<file path="src/rtl/ecc_verify_loader_if.sv">
// Handshake bundle for ecc_verify_loader: 32-bit word stream in, 2-bit result code out.
// master is the job source / result sink, slave is the loader.
interface ecc_verify_loader_if;
    logic        s_valid;
    logic        s_ready;
    logic [31:0] s_data;
    logic        res_valid;
    logic        res_ready;
    logic [1:0]  res_code;

    modport master (
        output s_valid,
        output s_data,
        output res_ready,
        input  s_ready,
        input  res_valid,
        input  res_code
    );

    modport slave (
        input  s_valid,
        input  s_data,
        input  res_ready,
        output s_ready,
        output res_valid,
        output res_code
    );
endinterface

</file>
<file path="src/rtl/ecc_verify_loader.sv">
// Front end for ecc_verify: assembles r, s, hash, Px, Py from a 40-word stream, range-checks
// r and s against the group order, runs the core once and reports a 2-bit result code.
module ecc_verify_loader #(
    parameter logic [255:0] CURVE_N =
        256'hFFFFFFFF_FFFFFFFF_FFFFFFFF_FFFFFFFE_BAAEDCE6_AF48A03B_BFD25E8C_D0364141
) (
    input  logic                  clk,
    input  logic                  rst_n,
    ecc_verify_loader_if.slave    bus,
    output logic [255:0]          r,
    output logic [255:0]          s,
    output logic [255:0]          hash,
    output logic [255:0]          Px,
    output logic [255:0]          Py,
    output logic                  in_valid,
    input  logic                  out_valid,
    input  logic                  fail
);

    typedef enum logic [2:0] {
        StLoad,
        StCheck,
        StIssue,
        StWait,
        StReport
    } state_t;

    localparam logic [1:0] CodePass  = 2'd0;
    localparam logic [1:0] CodeFail  = 2'd1;
    localparam logic [1:0] CodeRange = 2'd2;

    state_t       state_q;
    logic [5:0]   cnt_q;
    logic [255:0] r_q;
    logic [255:0] s_q;
    logic [255:0] hash_q;
    logic [255:0] px_q;
    logic [255:0] py_q;
    logic         s_ready_q;
    logic         in_valid_q;
    logic         res_valid_q;
    logic [1:0]   res_code_q;
    logic         range_bad;
    logic         word_xfer;

    assign word_xfer = bus.s_valid && s_ready_q;

    // Both scalars must lie in [1, n-1].
    assign range_bad = (r_q == '0) || (r_q >= CURVE_N) ||
                       (s_q == '0) || (s_q >= CURVE_N);

    always_ff @(posedge clk or negedge rst_n) begin
        if (!rst_n) begin
            state_q     <= StLoad;
            cnt_q       <= '0;
            r_q         <= '0;
            s_q         <= '0;
            hash_q      <= '0;
            px_q        <= '0;
            py_q        <= '0;
            s_ready_q   <= 1'b0;
            in_valid_q  <= 1'b0;
            res_valid_q <= 1'b0;
            res_code_q  <= CodePass;
        end else begin
            unique case (state_q)
                StLoad: begin
                    s_ready_q <= 1'b1;
                    if (word_xfer) begin
                        unique case (cnt_q[5:3])
                            3'd0:    r_q    <= {r_q[223:0], bus.s_data};
                            3'd1:    s_q    <= {s_q[223:0], bus.s_data};
                            3'd2:    hash_q <= {hash_q[223:0], bus.s_data};
                            3'd3:    px_q   <= {px_q[223:0], bus.s_data};
                            3'd4:    py_q   <= {py_q[223:0], bus.s_data};
                            default: ;
                        endcase
                        if (cnt_q == 6'd39) begin
                            cnt_q     <= '0;
                            s_ready_q <= 1'b0;
                            state_q   <= StCheck;
                        end else begin
                            cnt_q <= cnt_q + 6'd1;
                        end
                    end
                end
                StCheck: begin
                    if (range_bad) begin
                        res_code_q  <= CodeRange;
                        res_valid_q <= 1'b1;
                        state_q     <= StReport;
                    end else begin
                        in_valid_q <= 1'b1;
                        state_q    <= StIssue;
                    end
                end
                StIssue: begin
                    in_valid_q <= 1'b0;
                    state_q    <= StWait;
                end
                StWait: begin
                    if (out_valid) begin
                        res_code_q  <= fail ? CodeFail : CodePass;
                        res_valid_q <= 1'b1;
                        state_q     <= StReport;
                    end
                end
                StReport: begin
                    if (bus.res_ready) begin
                        res_valid_q <= 1'b0;
                        s_ready_q   <= 1'b1;
                        state_q     <= StLoad;
                    end
                end
                default: begin
                    state_q <= StLoad;
                end
            endcase
        end
    end

    assign bus.s_ready   = s_ready_q;
    assign bus.res_valid = res_valid_q;
    assign bus.res_code  = res_code_q;
    assign r             = r_q;
    assign s             = s_q;
    assign hash          = hash_q;
    assign Px            = px_q;
    assign Py            = py_q;
    assign in_valid      = in_valid_q;

endmodule

</file>
<file path="src/flat_wrapper.sv">
// flat-port wrapper written by rule: the top's interface ports become plain ports
module ecc_verify_loader_flat 
#(
    parameter logic [255:0] CURVE_N =
        256'hFFFFFFFF_FFFFFFFF_FFFFFFFF_FFFFFFFE_BAAEDCE6_AF48A03B_BFD25E8C_D0364141
)
  (clk, rst_n, r, s, hash, Px, Py, in_valid, out_valid, fail, bus_s_valid, bus_s_data, bus_res_ready, bus_s_ready, bus_res_valid, bus_res_code);
  ecc_verify_loader_if bus_i ();
  input  logic clk;
  input  logic rst_n;
  output logic [255:0] r;
  output logic [255:0] s;
  output logic [255:0] hash;
  output logic [255:0] Px;
  output logic [255:0] Py;
  output logic in_valid;
  input  logic out_valid;
  input  logic fail;
  input wire logic [$bits(bus_i.s_valid)-1:0] bus_s_valid;
  input wire logic [$bits(bus_i.s_data)-1:0] bus_s_data;
  input wire logic [$bits(bus_i.res_ready)-1:0] bus_res_ready;
  output wire logic [$bits(bus_i.s_ready)-1:0] bus_s_ready;
  output wire logic [$bits(bus_i.res_valid)-1:0] bus_res_valid;
  output wire logic [$bits(bus_i.res_code)-1:0] bus_res_code;
  assign bus_i.s_valid = bus_s_valid;
  assign bus_i.s_data = bus_s_data;
  assign bus_i.res_ready = bus_res_ready;
  assign bus_s_ready = bus_i.s_ready;
  assign bus_res_valid = bus_i.res_valid;
  assign bus_res_code = bus_i.res_code;
  ecc_verify_loader #(.CURVE_N(CURVE_N)) u_core (.clk(clk), .rst_n(rst_n), .bus(bus_i), .r(r), .s(s), .hash(hash), .Px(Px), .Py(Py), .in_valid(in_valid), .out_valid(out_valid), .fail(fail));
endmodule
</file>
<file path="config.mk">
export PLATFORM = sky130hd
export DESIGN_NAME = ecc_verify_loader_flat
export DESIGN_NICKNAME = d
export VERILOG_FILES = /design/src/rtl/ecc_verify_loader_if.sv /design/src/rtl/ecc_verify_loader.sv /design/src/flat_wrapper.sv
export SDC_FILE = /design/constraint.sdc
export NUM_CORES = 2
export LEC_CHECK = 0
export ABC_AREA = 1
export CAP_MARGIN = 20
export CORE_AREA = 8 8 515 517
export DETAILED_ROUTE_END_ITERATION = 7
export DIE_AREA = 0 0 523 525
export PLACE_DENSITY = 0.47
export SLEW_MARGIN = 20
export SYNTH_ARGS = -nofsm -noshare
export SYNTH_HDL_FRONTEND = slang
export SYNTH_SLANG_ARGS = --single-unit
export TNS_END_PERCENT = 10
</file>
<file path="constraint.sdc">
create_clock -name clk -period 2.7 [get_ports clk]
set_input_delay 0.81 -clock clk [delete_from_list [all_inputs] [get_ports clk]]
set_output_delay 0.81 -clock clk [all_outputs]
set_load 0.05 [all_outputs]
</file>
==> Word-level counts from Yosys, hierarchy flattened <==
Cells that the tools add are included.
{ "word_totals": {"register_bits": 1294, "latch_bits": 0, "mem_bits_rw": 0, "rom_bits": 0, "n_memories": 0} }
{ "op_classes": {"addsub": 1, "multipliers": 0, "n_div": 0, "n_lt_le_gt_ge": 2, "n_eq_ne": 15, "n_shift": 0, "n_mux": 21, "n_bitwise": 0, "reduce_logical": 23} }
{ "op_table": {"columns": ["operator", "n"], "rows": [
  ["256-bit greater-or-equal comparator, second input constant", 2],
  ["256-bit zero test", 2],
  ["3-bit AND reduction", 6],
  ["3-bit 2-to-1 mux", 5],
  ["3-bit case mux with 5 select lines", 1],
  ["3-bit by 2-bit == test with 1-bit output, second input constant", 4],
  ["1-bit 2-to-1 mux", 8],
  ["4-bit AND reduction", 2],
  ["6-bit by 1-bit adder with 6-bit output, second input constant", 1],
  ["3-bit by 1-bit == test with 1-bit output, second input constant", 2],
  ["3-bit == test, second input constant", 2],
  ["6-bit == test, second input constant", 1],
  ["3-bit zero test", 2],
  ["6-bit 2-to-1 mux", 1],
  ["2-bit by 1-bit != test with 1-bit output, second input constant", 3],
  ["2-bit != test, second input constant", 3],
  ["2-bit AND reduction", 3],
  ["2-bit nonzero test", 3],
  ["2-bit 2-to-1 mux", 2],
  ["1-bit case mux with 2 select lines", 2],
  ["2-bit case mux with 2 select lines", 1],
  ["1-bit logical OR", 3],
  ["1-bit case mux with 3 select lines", 1],
  ["3-bit nonzero test", 1],
  ["1-bit logical AND", 1]
]} }

==> Longest topological paths before layout <==
{ "depth": {"ltp_word": 6, "mapped_depth": 17} }

==> Least setup slack after synthesis <==
OpenSTA, ideal clock, no wires.
{ "synth_path": {"kind": "in2reg", "from": "in bus_s_valid", "to": "reg u_core.r_q[231] (netlist: u_core.r[231])", "t_arrival_ns": 2.058, "required_time_ns": 2.580, "path_slack_ns": 0.521, "stages": 7, "path_buffers": 3, "cell_sequence": "nand2_1 > or4_1 > buf_2 > buf_6 > buf_6 > nand2_1 > o21ai_2"} }
{ "synth_via": {"elab_chain_cells": 2} }
{ "synth_lines": {"columns": ["element", "line", "rtl"], "rows": [
  ["start: declaration", "flat_wrapper.sv:19", "input wire logic [$bits(bus_i.s_valid)-1:0] bus_s_valid;"],
  ["1-bit logical AND", "ecc_verify_loader.sv:46", "assign word_xfer = bus.s_valid && s_ready_q;"],
  ["3-bit AND reduction (no source line)", null, null],
  ["end signal: assignment", "ecc_verify_loader.sv:71", "3'd0: r_q <= {r_q[223:0], bus.s_data};"],
  ["end: declaration", "ecc_verify_loader.sv:34", "logic [255:0] r_q;"]
]} }
Every way passes these cells.
A chain may end at the register's enable or synchronous reset.

==> Final worst setup path <==
{ "layout_path": {"from": "reg u_core.px_q[25] (netlist: u_core.Px[25])", "to": "out Px[25]"} }
{ "layout_rtl": {"columns": ["element", "line", "rtl"], "rows": [
  ["start: declaration", "ecc_verify_loader.sv:37", "logic [255:0] px_q;"],
  ["start signal: assignment", "ecc_verify_loader.sv:74", "3'd3: px_q <= {px_q[223:0], bus.s_data};"],
  ["end: declaration", "flat_wrapper.sv:14", "output logic [255:0] Px;"]
]} }
No word-level cell between the ends.

==> metrics.json <==
{
  "cts": {
    "tritoncts_clock_tree": "done",
    "worst_setup_hold_path_clk_slew_ps": 70,
    "post-cts-setup-buffer-count": 0,
    "cts.htree.levels": 4,
    "clkLatencyLatePin_ps": 810,
    "cts_num_sinks": 1294,
    "clock_path_buffers": 3,
    "clk_root_buffer_cell": "clkbuf_16",
    "cts_buffers": 161
  },
  "final_layout": {
    "final_cell_mix": "dfrtp_1, nand2_1, inv_1",
    "drive_above_1_share_pct": 20.6,
    "final_cells": 10519,
    "nets": 7001,
    "layout-area-overhead-vs-synth_pct": 41.4,
    "most_common_library_cell_in_the_layout_ignoring_fill_and_taps": "dfrtp_1",
    "fill_cells": 27277
  },
  "yosys": {
    "synth.yosys.seq_area_share_pct": 60.3,
    "synth_largest_area_cell": "dfrtp_1",
    "postSynth.asyncResetShare_pct": 100,
    "synth_cells": 5451,
    "synth.cell_area_mm2": 0.0537,
    "unique_masters_post_synth": 36,
    "yosys_most_used_dff": "dfrtp_1",
    "synth_nets": 5490,
    "synth.area.top_cells": "dfrtp_1, nand2_1, inv_1",
    "postSynthRegisterBits": 1294,
    "synth-edff-count": 0,
    "synthesis.area_per_instance_um2": 9.85,
    "synth_top_cell_area_share_pct": 60.3,
    "yosys_warn_count": 0
  },
  "place": {
    "preCtsSetupSlack_ps": -138,
    "globalplace.congestion": 0.908,
    "placed_cells_incl_taps": 10200,
    "placement.io_buffers": 1322,
    "hpwlAfterDp_um": 231000
  },
  "global_route": {
    "first_global_vias": 45765,
    "total_global_routing_overflow": 0,
    "antenna_found_initial": 27,
    "grt_util_all_layers_pct": 20.1,
    "global_route_wire_length_before_repair_um": 390000,
    "grt_max_degree": 131
  },
  "setup_path": {
    "regToRegEndpoint": "u_core.bus.res_code[0]",
    "start_kind": "register",
    "crit_path_end_kind": "output pin",
    "largest_driver_fanout_on_the_critical_path": 3,
    "max_stage_delay_ps": 660,
    "worst-r2r-cell-count": 12,
    "cp_top_family": "buffers and inverters",
    "worst-path-buf-inv": 1,
    "r2r_setup_slack_ps": 180,
    "worst_ep_arrival_time_ps": 1820,
    "crit_path_cell_trace": "dlygate4sd2_1",
    "critical_path.slowest_cell": "dlygate4sd2_1",
    "cp.required_ps": 1890,
    "regToRegStartpoint": "u_core.s[201]",
    "setup.worst_path.class": "reg2out"
  },
  "hold_path": {
    "min-delay-start": "u_core.bus.res_code[0]",
    "type_of_the_most_critical_hold_path": "reg2reg",
    "timing.hold.worst_path_depth": 2,
    "holdPathEnd": "u_core.bus.res_code[0]"
  },
  "route": {
    "dr_total_vias": 44761,
    "viasPerCell": 4.26,
    "wl_um": 286000,
    "detail-route-antenna-nets": 0,
    "detail_route.wl_per_cell_um": 27.2,
    "number_of_drc_violations_after_detailed_routing_iteration_0": 2953,
    "first_pass_iters": 5,
    "drt_drc_violations_left": 0
  },
  "power": {
    "power_mw": 88.7,
    "combinationalPowerShare_pct": 42.4,
    "netSwitchingPower_mw": 43.1,
    "power_density_mw_per_mm2": 1170,
    "p_sw_share_pct": 48.6,
    "power.share.clock_pct": 24.9,
    "p_int_mw": 45.6,
    "p_seq_share_pct": 32.7,
    "cellLeakagePower_nw": 37.7,
    "ir_drop_mv": 0.852
  },
  "sta": {
    "hold_viol": 0,
    "fin_worst_skew_ps": 37.8,
    "tightest_slew_ps": 877,
    "timing.final.ws_setup_ps": 67.9,
    "post-route-min-period_ps": 2630,
    "achievable-frequency_ghz": 0.380,
    "finalMaxSlewViolations": 0,
    "maxSlewHeadroom_pct": 41.5,
    "total_setup_violations_reported_at_the_end_of_the_flow": 0,
    "layout_worst_path_cycle_share_pct": 97.5,
    "rsz0062_at_grt": "true"
  },
  "floorplanning": {
    "die_area_mm2": 0.275,
    "num_rows": 187,
    "design.core.area_mm2": 0.258,
    "io_pins": 1323,
    "floorplan.die.width_um": 523,
    "die-height_um": 525,
    "initial_utilization_pct": 20.8
  },
  "flow_run": {
    "timing.max_cap.violations": 0
  },
  "run_status": {
    "outcome": "finished clean"
  }
}
==> synth_stat cells (4+ instances only) <==
cell type and n:
a21oi_1 228, buf_2 83, buf_6 69, clkbuf_1 98
dfrtp_1 1294, inv_1 709, mux2_1 206, mux2_2 80
nand2_1 1063, nand3_1 71, nand4_1 156, nor2_1 446
nor3_1 82, nor4_1 30, o21ai_0 516, o21ai_1 63
o21ai_2 226, o22ai_1 4
==> registers in the layout (all words and copies together), names as in the netlist, 2 cells and up <==
name / flops
u_core.Px: 256
u_core.Py: 256
u_core.bus.res_code: 2
u_core.cnt_q: 6
u_core.hash: 256
u_core.r: 256
u_core.s: 256
u_core.state_q: 3
==> layer usage <==
metal	up-vias	global-route usage [%]	wire length, um
li1	20737	-	-
met1	22257	22.7	109000
met2	1515	35.1	141000
met3	250	7.91	27800
met4	2	5.95	8080
met5	-	0	7
==> logic make-up (layout without fill, tap and decap cells) <==
| family | count (synthesis) | in the layout | synth area share (%) |
|---|---|---|---|
| and+or+nand+nor | 1865 | 1865 | 14.4 |
| DFF | 1294 | 1294 | 60.3 |
| AOI/OAI and AO/OA | 1042 | 1042 | 11.3 |
| buffers and inverters | 963 | 2609 | 7.90 |
| muxes | 286 | 286 | 6.00 |
| adders and majority gates | 1 | 1 | 0.0233 |
| other | 0 | 20 | 0 |
==> power groups by stage <==
stage | registers (mW) | logic [mW] | clock network [mW]
2_1_floorplan | 43.4 | 7.47 | 0
3_3_place_gp | 29.3 | 40.1 | 0
3_5_place_dp | 29.4 | 40.2 | 0
4_1_cts | 29.1 | 38.2 | 22.8
5_1_grt | 29.6 | 39.7 | 23.5
6_report | 29.0 | 37.6 | 22.1
==> final cells by class <==
| cell class | count | area (um2) | area share (%) |
|---|---|---|---|
| clock inverters | 55 | 642 | 0.846 |
| clock buffers | 243 | 4800 | 6.32 |
| repair buffers | 1599 | 14000 | 18.5 |
| inverters | 712 | 2670 | 3.52 |
| flip-flops and latches | 1294 | 32400 | 42.7 |
| well taps | 3402 | 4260 | 5.61 |
| multi-input cells | 3194 | 17100 | 22.5 |
| diodes | 20 | 50.0 | 0.0659 |
==> stage by stage <==
step                cell area, um2  hold WS (ps)  TNS, ps  util [%]
global route                 75900           501    -31.2      29.5
global placement             71500           469   -16960      27.8
floorplan                    53700           458        0         -
CTS                          76100           486   -11730      29.5
finish                       75900           484        0      29.5
detailed placement           71500           475   -21410      27.8
==> how the worst max path moves through the flow <==
| stage | to | slack [ps] | depth (start not counted) | startpoint |
|---|---|---|---|---|
| after floorplan | u_core.r[231] | 520 | 7 | bus_s_valid |
| after global routing | r[8] | -30 | 1 | u_core.r[8] |
| final | Px[25] | 70 | 1 | u_core.Px[25] |
| after CTS | Px[150] | -200 | 1 | u_core.Px[150] |
| after global placement | u_core.hash[129] | -120 | 10 | bus_s_valid |
| after detailed placement | u_core.hash[129] | -140 | 10 | bus_s_valid |
==> repair_timing <==
| item | in CTS | in global routing |
|---|---|---|
| hold buffers | 1 | 0 |
| endpoints found under the setup margin | 891 | 244 |
| gates resized for setup | 1108 | 351 |
| endpoints found under the hold margin | 9 | 0 |
(Power assumes the default switching activity.)
